===== src/rtl/trireg_pkg.sv =====
// Shared types and helpers for the trireg charge-storage pair.
package trireg_pkg;

    typedef enum logic [1:0] {
        V0 = 2'd0,
        V1 = 2'd1,
        VX = 2'd2
    } val_e;

    typedef enum logic [1:0] {
        SZ_SMALL  = 2'd0,
        SZ_MEDIUM = 2'd1,
        SZ_LARGE  = 2'd2
    } sz_e;

    typedef enum logic [2:0] {
        STR_HIZ    = 3'd0,
        STR_SMALL  = 3'd1,
        STR_MEDIUM = 3'd2,
        STR_LARGE  = 3'd4,
        STR_STRONG = 3'd6
    } str_e;

    typedef enum logic [1:0] {
        ST_DRIVEN  = 2'd0,
        ST_CHARGED = 2'd1,
        ST_DECAYED = 2'd2
    } node_st_e;

    function automatic str_e size_to_str(input sz_e sz);
        case (sz)
            SZ_SMALL:  return STR_SMALL;
            SZ_MEDIUM: return STR_MEDIUM;
            SZ_LARGE:  return STR_LARGE;
            default:   return STR_HIZ;
        endcase
    endfunction

    // The illegal encoding 3 is treated as an unknown drive.
    function automatic val_e clean_val(input logic [1:0] v);
        case (v)
            2'd0:    return V0;
            2'd1:    return V1;
            default: return VX;
        endcase
    endfunction

endpackage


===== src/rtl/trireg_node.sv =====
// One capacitive storage node: drive/charge/decay FSM with a saturating decay counter.
module trireg_node
    import trireg_pkg::*;
#(
    parameter sz_e         SIZE         = SZ_SMALL,
    parameter int unsigned DECAY_CYCLES = 16
) (
    input  logic clk,
    input  logic rst,
    input  logic drive_i,
    input  val_e drive_val_i,
    input  logic share_i,
    input  val_e share_val_i,
    output val_e val_o,
    output str_e str_o,
    output logic decayed_o
);

    localparam int CNT_W = (DECAY_CYCLES < 2) ? 1 : $clog2(DECAY_CYCLES);
    localparam logic [CNT_W-1:0] LAST =
        CNT_W'((DECAY_CYCLES == 0) ? 0 : DECAY_CYCLES - 1);

    node_st_e         state_q, state_d;
    val_e             val_q, val_d;
    logic [CNT_W-1:0] cnt_q, cnt_d;

    always_ff @(posedge clk or posedge rst) begin
        if (rst) begin
            state_q <= ST_DECAYED;
            val_q   <= VX;
            cnt_q   <= '0;
        end else begin
            state_q <= state_d;
            val_q   <= val_d;
            cnt_q   <= cnt_d;
        end
    end

    always_comb begin
        state_d = state_q;
        val_d   = val_q;
        cnt_d   = cnt_q;
        if (drive_i) begin
            state_d = ST_DRIVEN;
            val_d   = drive_val_i;
            cnt_d   = '0;
        end else if (share_i && (share_val_i != val_q)) begin
            // Shared X charge leaves the node holding decayed charge.
            state_d = (share_val_i == VX) ? ST_DECAYED : ST_CHARGED;
            val_d   = share_val_i;
            cnt_d   = '0;
        end else begin
            case (state_q)
                ST_DRIVEN: begin
                    state_d = ST_CHARGED;
                    cnt_d   = '0;
                end
                ST_CHARGED: begin
                    if ((DECAY_CYCLES != 0) && (cnt_q == LAST)) begin
                        state_d = ST_DECAYED;
                        val_d   = VX;
                    end else if (cnt_q != '1) begin
                        cnt_d = cnt_q + CNT_W'(1);
                    end
                end
                default: begin
                    state_d = ST_DECAYED;
                    val_d   = VX;
                end
            endcase
        end
    end

    assign val_o     = val_q;
    assign str_o     = (state_q == ST_DRIVEN) ? STR_STRONG : size_to_str(SIZE);
    assign decayed_o = (state_q == ST_DECAYED);

endmodule


===== src/rtl/trireg_share_pair.sv =====
// Two trireg nodes joined by a pass switch: drive resolution and charge sharing.
module trireg_share_pair
    import trireg_pkg::*;
#(
    parameter sz_e         A_SIZE       = SZ_LARGE,
    parameter sz_e         B_SIZE       = SZ_SMALL,
    parameter int unsigned DECAY_CYCLES = 16
) (
    input  logic       clk,
    input  logic       rst,
    input  logic       a_drv_en,
    input  logic [1:0] a_drv_val,
    input  logic       b_drv_en,
    input  logic [1:0] b_drv_val,
    input  logic       sw_on,
    output logic [1:0] a_val,
    output logic [2:0] a_str,
    output logic [1:0] b_val,
    output logic [2:0] b_str,
    output logic       a_decayed,
    output logic       b_decayed
);

    val_e av_in, bv_in;
    val_e a_cur, b_cur;
    str_e a_str_w, b_str_w;
    logic a_eff, b_eff;
    val_e a_dv, b_dv;
    logic a_share, b_share;
    val_e a_share_val, b_share_val;

    assign av_in = clean_val(a_drv_val);
    assign bv_in = clean_val(b_drv_val);

    always_comb begin
        a_eff       = a_drv_en | (sw_on & b_drv_en);
        b_eff       = b_drv_en | (sw_on & a_drv_en);
        a_dv        = av_in;
        b_dv        = bv_in;
        a_share     = 1'b0;
        b_share     = 1'b0;
        a_share_val = VX;
        b_share_val = VX;
        if (sw_on) begin
            if (a_drv_en && b_drv_en) begin
                a_dv = ((av_in == bv_in) && (av_in != VX)) ? av_in : VX;
                b_dv = a_dv;
            end else if (a_drv_en) begin
                b_dv = av_in;
            end else if (b_drv_en) begin
                a_dv = bv_in;
            end else begin
                // Undriven sharing: larger capacitance overrides the smaller one.
                if (A_SIZE > B_SIZE) begin
                    b_share     = 1'b1;
                    b_share_val = a_cur;
                end else if (B_SIZE > A_SIZE) begin
                    a_share     = 1'b1;
                    a_share_val = b_cur;
                end else if (a_cur != b_cur) begin
                    a_share = 1'b1;
                    b_share = 1'b1;
                end
            end
        end
    end

    trireg_node #(.SIZE(A_SIZE), .DECAY_CYCLES(DECAY_CYCLES)) u_node_a (
        .clk        (clk),
        .rst        (rst),
        .drive_i    (a_eff),
        .drive_val_i(a_dv),
        .share_i    (a_share),
        .share_val_i(a_share_val),
        .val_o      (a_cur),
        .str_o      (a_str_w),
        .decayed_o  (a_decayed)
    );

    trireg_node #(.SIZE(B_SIZE), .DECAY_CYCLES(DECAY_CYCLES)) u_node_b (
        .clk        (clk),
        .rst        (rst),
        .drive_i    (b_eff),
        .drive_val_i(b_dv),
        .share_i    (b_share),
        .share_val_i(b_share_val),
        .val_o      (b_cur),
        .str_o      (b_str_w),
        .decayed_o  (b_decayed)
    );

    assign a_val = a_cur;
    assign b_val = b_cur;
    assign a_str = a_str_w;
    assign b_str = b_str_w;

endmodule


===== config.mk =====
export PLATFORM = sky130hd
export DESIGN_NAME = trireg_share_pair
export DESIGN_NICKNAME = d
export VERILOG_FILES = /design/src/rtl/trireg_pkg.sv /design/src/rtl/trireg_node.sv /design/src/rtl/trireg_share_pair.sv
export SDC_FILE = /design/constraint.sdc
export NUM_CORES = 1
export LEC_CHECK = 0
export BUFFER_PORTS_ARGS = -buffer_cell sky130_fd_sc_hd__buf_2
export CORE_ASPECT_RATIO = 0.9
export CORE_MARGIN = 2
export CORE_UTILIZATION = 55
export CTS_BUF_LIST = sky130_fd_sc_hd__clkbuf_8
export DETAILED_ROUTE_END_ITERATION = 16
export GPL_TIMING_DRIVEN = 1
export PLACE_DENSITY = 0.87
export RECOVER_POWER = 25
export SLEW_MARGIN = 40
export SYNTH_ARGS = -nofsm -noshare
export SYNTH_HDL_FRONTEND = slang
export SYNTH_SLANG_ARGS = --single-unit

===== constraint.sdc =====
create_clock -name clk -period 1.9 [get_ports clk]
set_input_delay 0 -clock clk [delete_from_list [all_inputs] [get_ports clk]]
set_output_delay 0 -clock clk [all_outputs]
set_load 0.02 [all_outputs]

==> flow_summary.ini <==
[status]
status = finished, final reports clean

[global_route]
antenna_found_initial = 0
grt_max_degree = 17
first_global_vias = 824
overflow = 0
grt_pass1_wl_um = 3463
grt_usage = 0.2086

[sta]
fin_skew_ps = 1.200
finalSetupTns_ps = 0
rsz0062_at_grt = no
drv_slew = 0
worstMarginPinSlew_ps = 592.4
finalHoldViolCount = 0
fmax_mhz = 641.0
min_period_ps = 1560
finalCritPeriodShare = 0.8211
final-setup-viol-count = 0
maxSlewHeadroom = 0.6046

[pwr]
pwr-share-clk = 0.342
p_sw_mw = 0.2330
comb_power_share = 0.194
leakage_nw = 0.5015
p_seq_frac = 0.464
sw_frac_of_total = 0.2752
vdd_drop_max_v = 0.0005908
p_total_mw = 0.8467
p_int_mw = 0.6137
cellPowerDensity_mw_per_mm2 = 756.9

[drt]
wl_um = 1978
first_pass_iters = 5
drcViolationCount = 0
wl_per_cell_um = 12.68
drt-initial-drc-count = 52
dr_total_vias = 898
ant_nets = 0
vias_per_cell = 5.756

[clocking]
clk_transition_reported_paths_ps = 60
clock_latency_ps = 240
holdBufCountCts = 1
cts_resized = 0
cts_buffers = 3
htreeDepth = 1
clock-root-buffer = clkbuf_8
clockBufferDepth = 2
postCtsSetupBuffers = 0
clock_sinks = 16
cts_tree = done

[synth]
avgSynthCellArea_um2 = 8.338
synth_area_um2 = 992.2
ys_ff_latch = 16
postSynthCellCount = 119
ys.flop_type = dfrtp_1
ys_warn_count = 0
netlist.top_cell.by_area = dfrtp_1
synthTopCellsByArea = dfrtp_1 (30%), dfstp_2 (11%), nor2_1 (5.3%)
synth-edff-count = 0
yosys-top-cells-count = nor2_1 (14), dfrtp_1 (12), nand2_1 (12)
synth-async-reset-ratio = 1.000
yosys.cell_count.top_type = nor2_1
synth.top_cell.area_share = 0.3026
synth.distinct_cells = 35
yosysSeqAreaShare = 0.4086
syn-num-nets = 130

[setup_path]
end_kind = register
start_kind = register
crit_top_cell = a21oi_1
required_ps = 2040
critPathSlowestCell = dfrtp_1
slowest_delay_ps = 420
path_class = reg -> reg
crit_arrival_ps = 1700
cp_cell_sequence = ha_1, and3_1, a21oi_1, a21oi_1, a311oi_1
critPathMaxFanout = 5
reg2regPathDepth = 5

[finish]
nNetsFinal = 144
drive_gt1_frac = 0.2121
area_growth_pct = 12.74
diodes = 0

[placement]
port_buffers = 18
gp_congestion = 0.8189
place_hpwl_um = 1427

[job]
maxCapViolations = 0

[die]
dieArea_mm2 = 0.002160
num_rows = 14
design.core.area_mm2 = 0.001682
initial_core_util = 0.5900
die_w_um = 48.77
die_y_um = 44.30
num_io_pins = 21

[min_path]
hold_class = in -> reg
min_delay_path_depth = 2
[path summary, 6_finish.rpt]
| path | start | to | slack (ps) |
|---|---|---|---|
| setup / recovery | u_node_a.cnt_q[0]$_DFFE_PP0P_ | u_node_a.val_o[0]$_DFFE_PP0P_ | 340 |
| hold / removal | b_drv_en | u_node_a.val_o[0]$_DFFE_PP0P_ | 20 |
| setup reg to reg | u_node_a.cnt_q[0]$_DFFE_PP0P_ | u_node_a.val_o[0]$_DFFE_PP0P_ | 340 |
| hold reg to reg | u_node_a.state_q[1]$_DFFE_PP1P_ | u_node_a.cnt_q[0]$_DFFE_PP0P_ | 560 |
| max in group asynchronous | rst | u_node_b.cnt_q[2]$_DFFE_PP0P_ | 1150 |
| min in group asynchronous | rst | u_node_b.state_q[0]$_DFFE_PP0P_ | 370 |
[sequential cells by signal (all words and copies together) (netlist names)]
name and cells:
u_node_b.state_q 2, u_node_a.cnt_q 4, u_node_a.state_q 2, u_node_b.val_o 2, u_node_b.cnt_q 4, u_node_a.val_o 2
[power groups by stage]
stage / logic [mW] / registers (mW) / clock network (mW)
2_1_floorplan: 0.119 / 0.400 / 0
3_3_place_gp: 0.157 / 0.395 / 0
3_5_place_dp: 0.161 / 0.397 / 0
4_1_cts: 0.165 / 0.392 / 0.295
5_1_grt: 0.182 / 0.396 / 0.312
6_report: 0.164 / 0.393 / 0.290
[placed cells by master (no fill, tap or decap)]
cell | netlist | final
buf_2 | 1 | 17
a311oi_1 | 1 | 1
nand3_1 | 7 | 7
clkbuf_8 | 0 | 4
o21ai_0 | 6 | 6
nand4_1 | 1 | 1
xnor2_1 | 3 | 3
a32o_1 | 1 | 1
o32ai_1 | 1 | 1
or2b_1 | 1 | 1
o32a_1 | 1 | 1
nand2b_2 | 1 | 1
o211ai_1 | 1 | 1
o21bai_1 | 1 | 1
inv_1 | 6 | 6
dlygate4sd3_1 | 0 | 1
dfstp_2 | 4 | 4
clkbuf_1 | 5 | 1
or2_1 | 1 | 1
nor2b_1 | 2 | 2
conb_1 | 2 | 2
dfrtp_1 | 12 | 12
a21oi_1 | 7 | 7
and3_1 | 2 | 2
or2_2 | 1 | 1
nor4b_1 | 2 | 2
nor2_1 | 14 | 14
nand2b_1 | 3 | 3
a31oi_1 | 6 | 6
and2b_2 | 1 | 1
a21o_1 | 2 | 2
mux2i_1 | 1 | 1
a211oi_1 | 4 | 4
ha_1 | 2 | 2
nand2_1 | 12 | 12
[area by class of cell]
cell class / count / area, µm²
clock buffer: 4 / 55.05
fill: 144 / 563.0
inverter: 6 / 22.52
multi-input combinational: 87 / 506.7
sequential: 16 / 405.4
tap: 24 / 30.03
timing repair buffer: 19 / 98.84
[kinds of logic (layout without fill, tap and decap cells)]
group | Yosys count | in the layout | share of synthesized area
compound gates | 31 | 31 | 0.2018
xor+xnor | 3 | 3 | 0.02649
fa+ha+maj | 2 | 2 | 0.02522
buf+inv | 16 | 29 | 0.08070
flops | 16 | 16 | 0.4086
mux | 1 | 1 | 0.01009
other cells | 2 | 2 | 0.007569
simple gates | 48 | 48 | 0.2396
[layer usage]
layer  part of all wire  up-vias  global-route usage
met2               0.46       35              0.3616
met3              0.050        2             0.03378
li1                   -      433                   -
met1               0.48      428              0.2615
met5                  0        -                   0
met4             0.0096        0             0.09714
[worst max-delay path, delay by kind of cell, from the launching register on]
kind            cells  cell delay, ps
compound gates      3             550
flops               1             420
fa+ha+maj           1             250
simple gates        1             230
[metrics by stage]
stage          setup slack (ps)  std cells  utilization  area (µm²)  hold slack (ps)
2_1_floorplan             357.6        119            -       992.2           -89.12
3_3_place_gp              384.3        151       0.6272        1055            84.43
3_5_place_dp              355.6        151       0.6272        1055            86.84
4_1_cts                   334.2        156       0.6659        1120            17.72
5_1_grt                   198.2        156       0.6652        1119            37.18
6_report                  339.9        156       0.6652        1119            18.04
(Power assumes the default switching activity.)
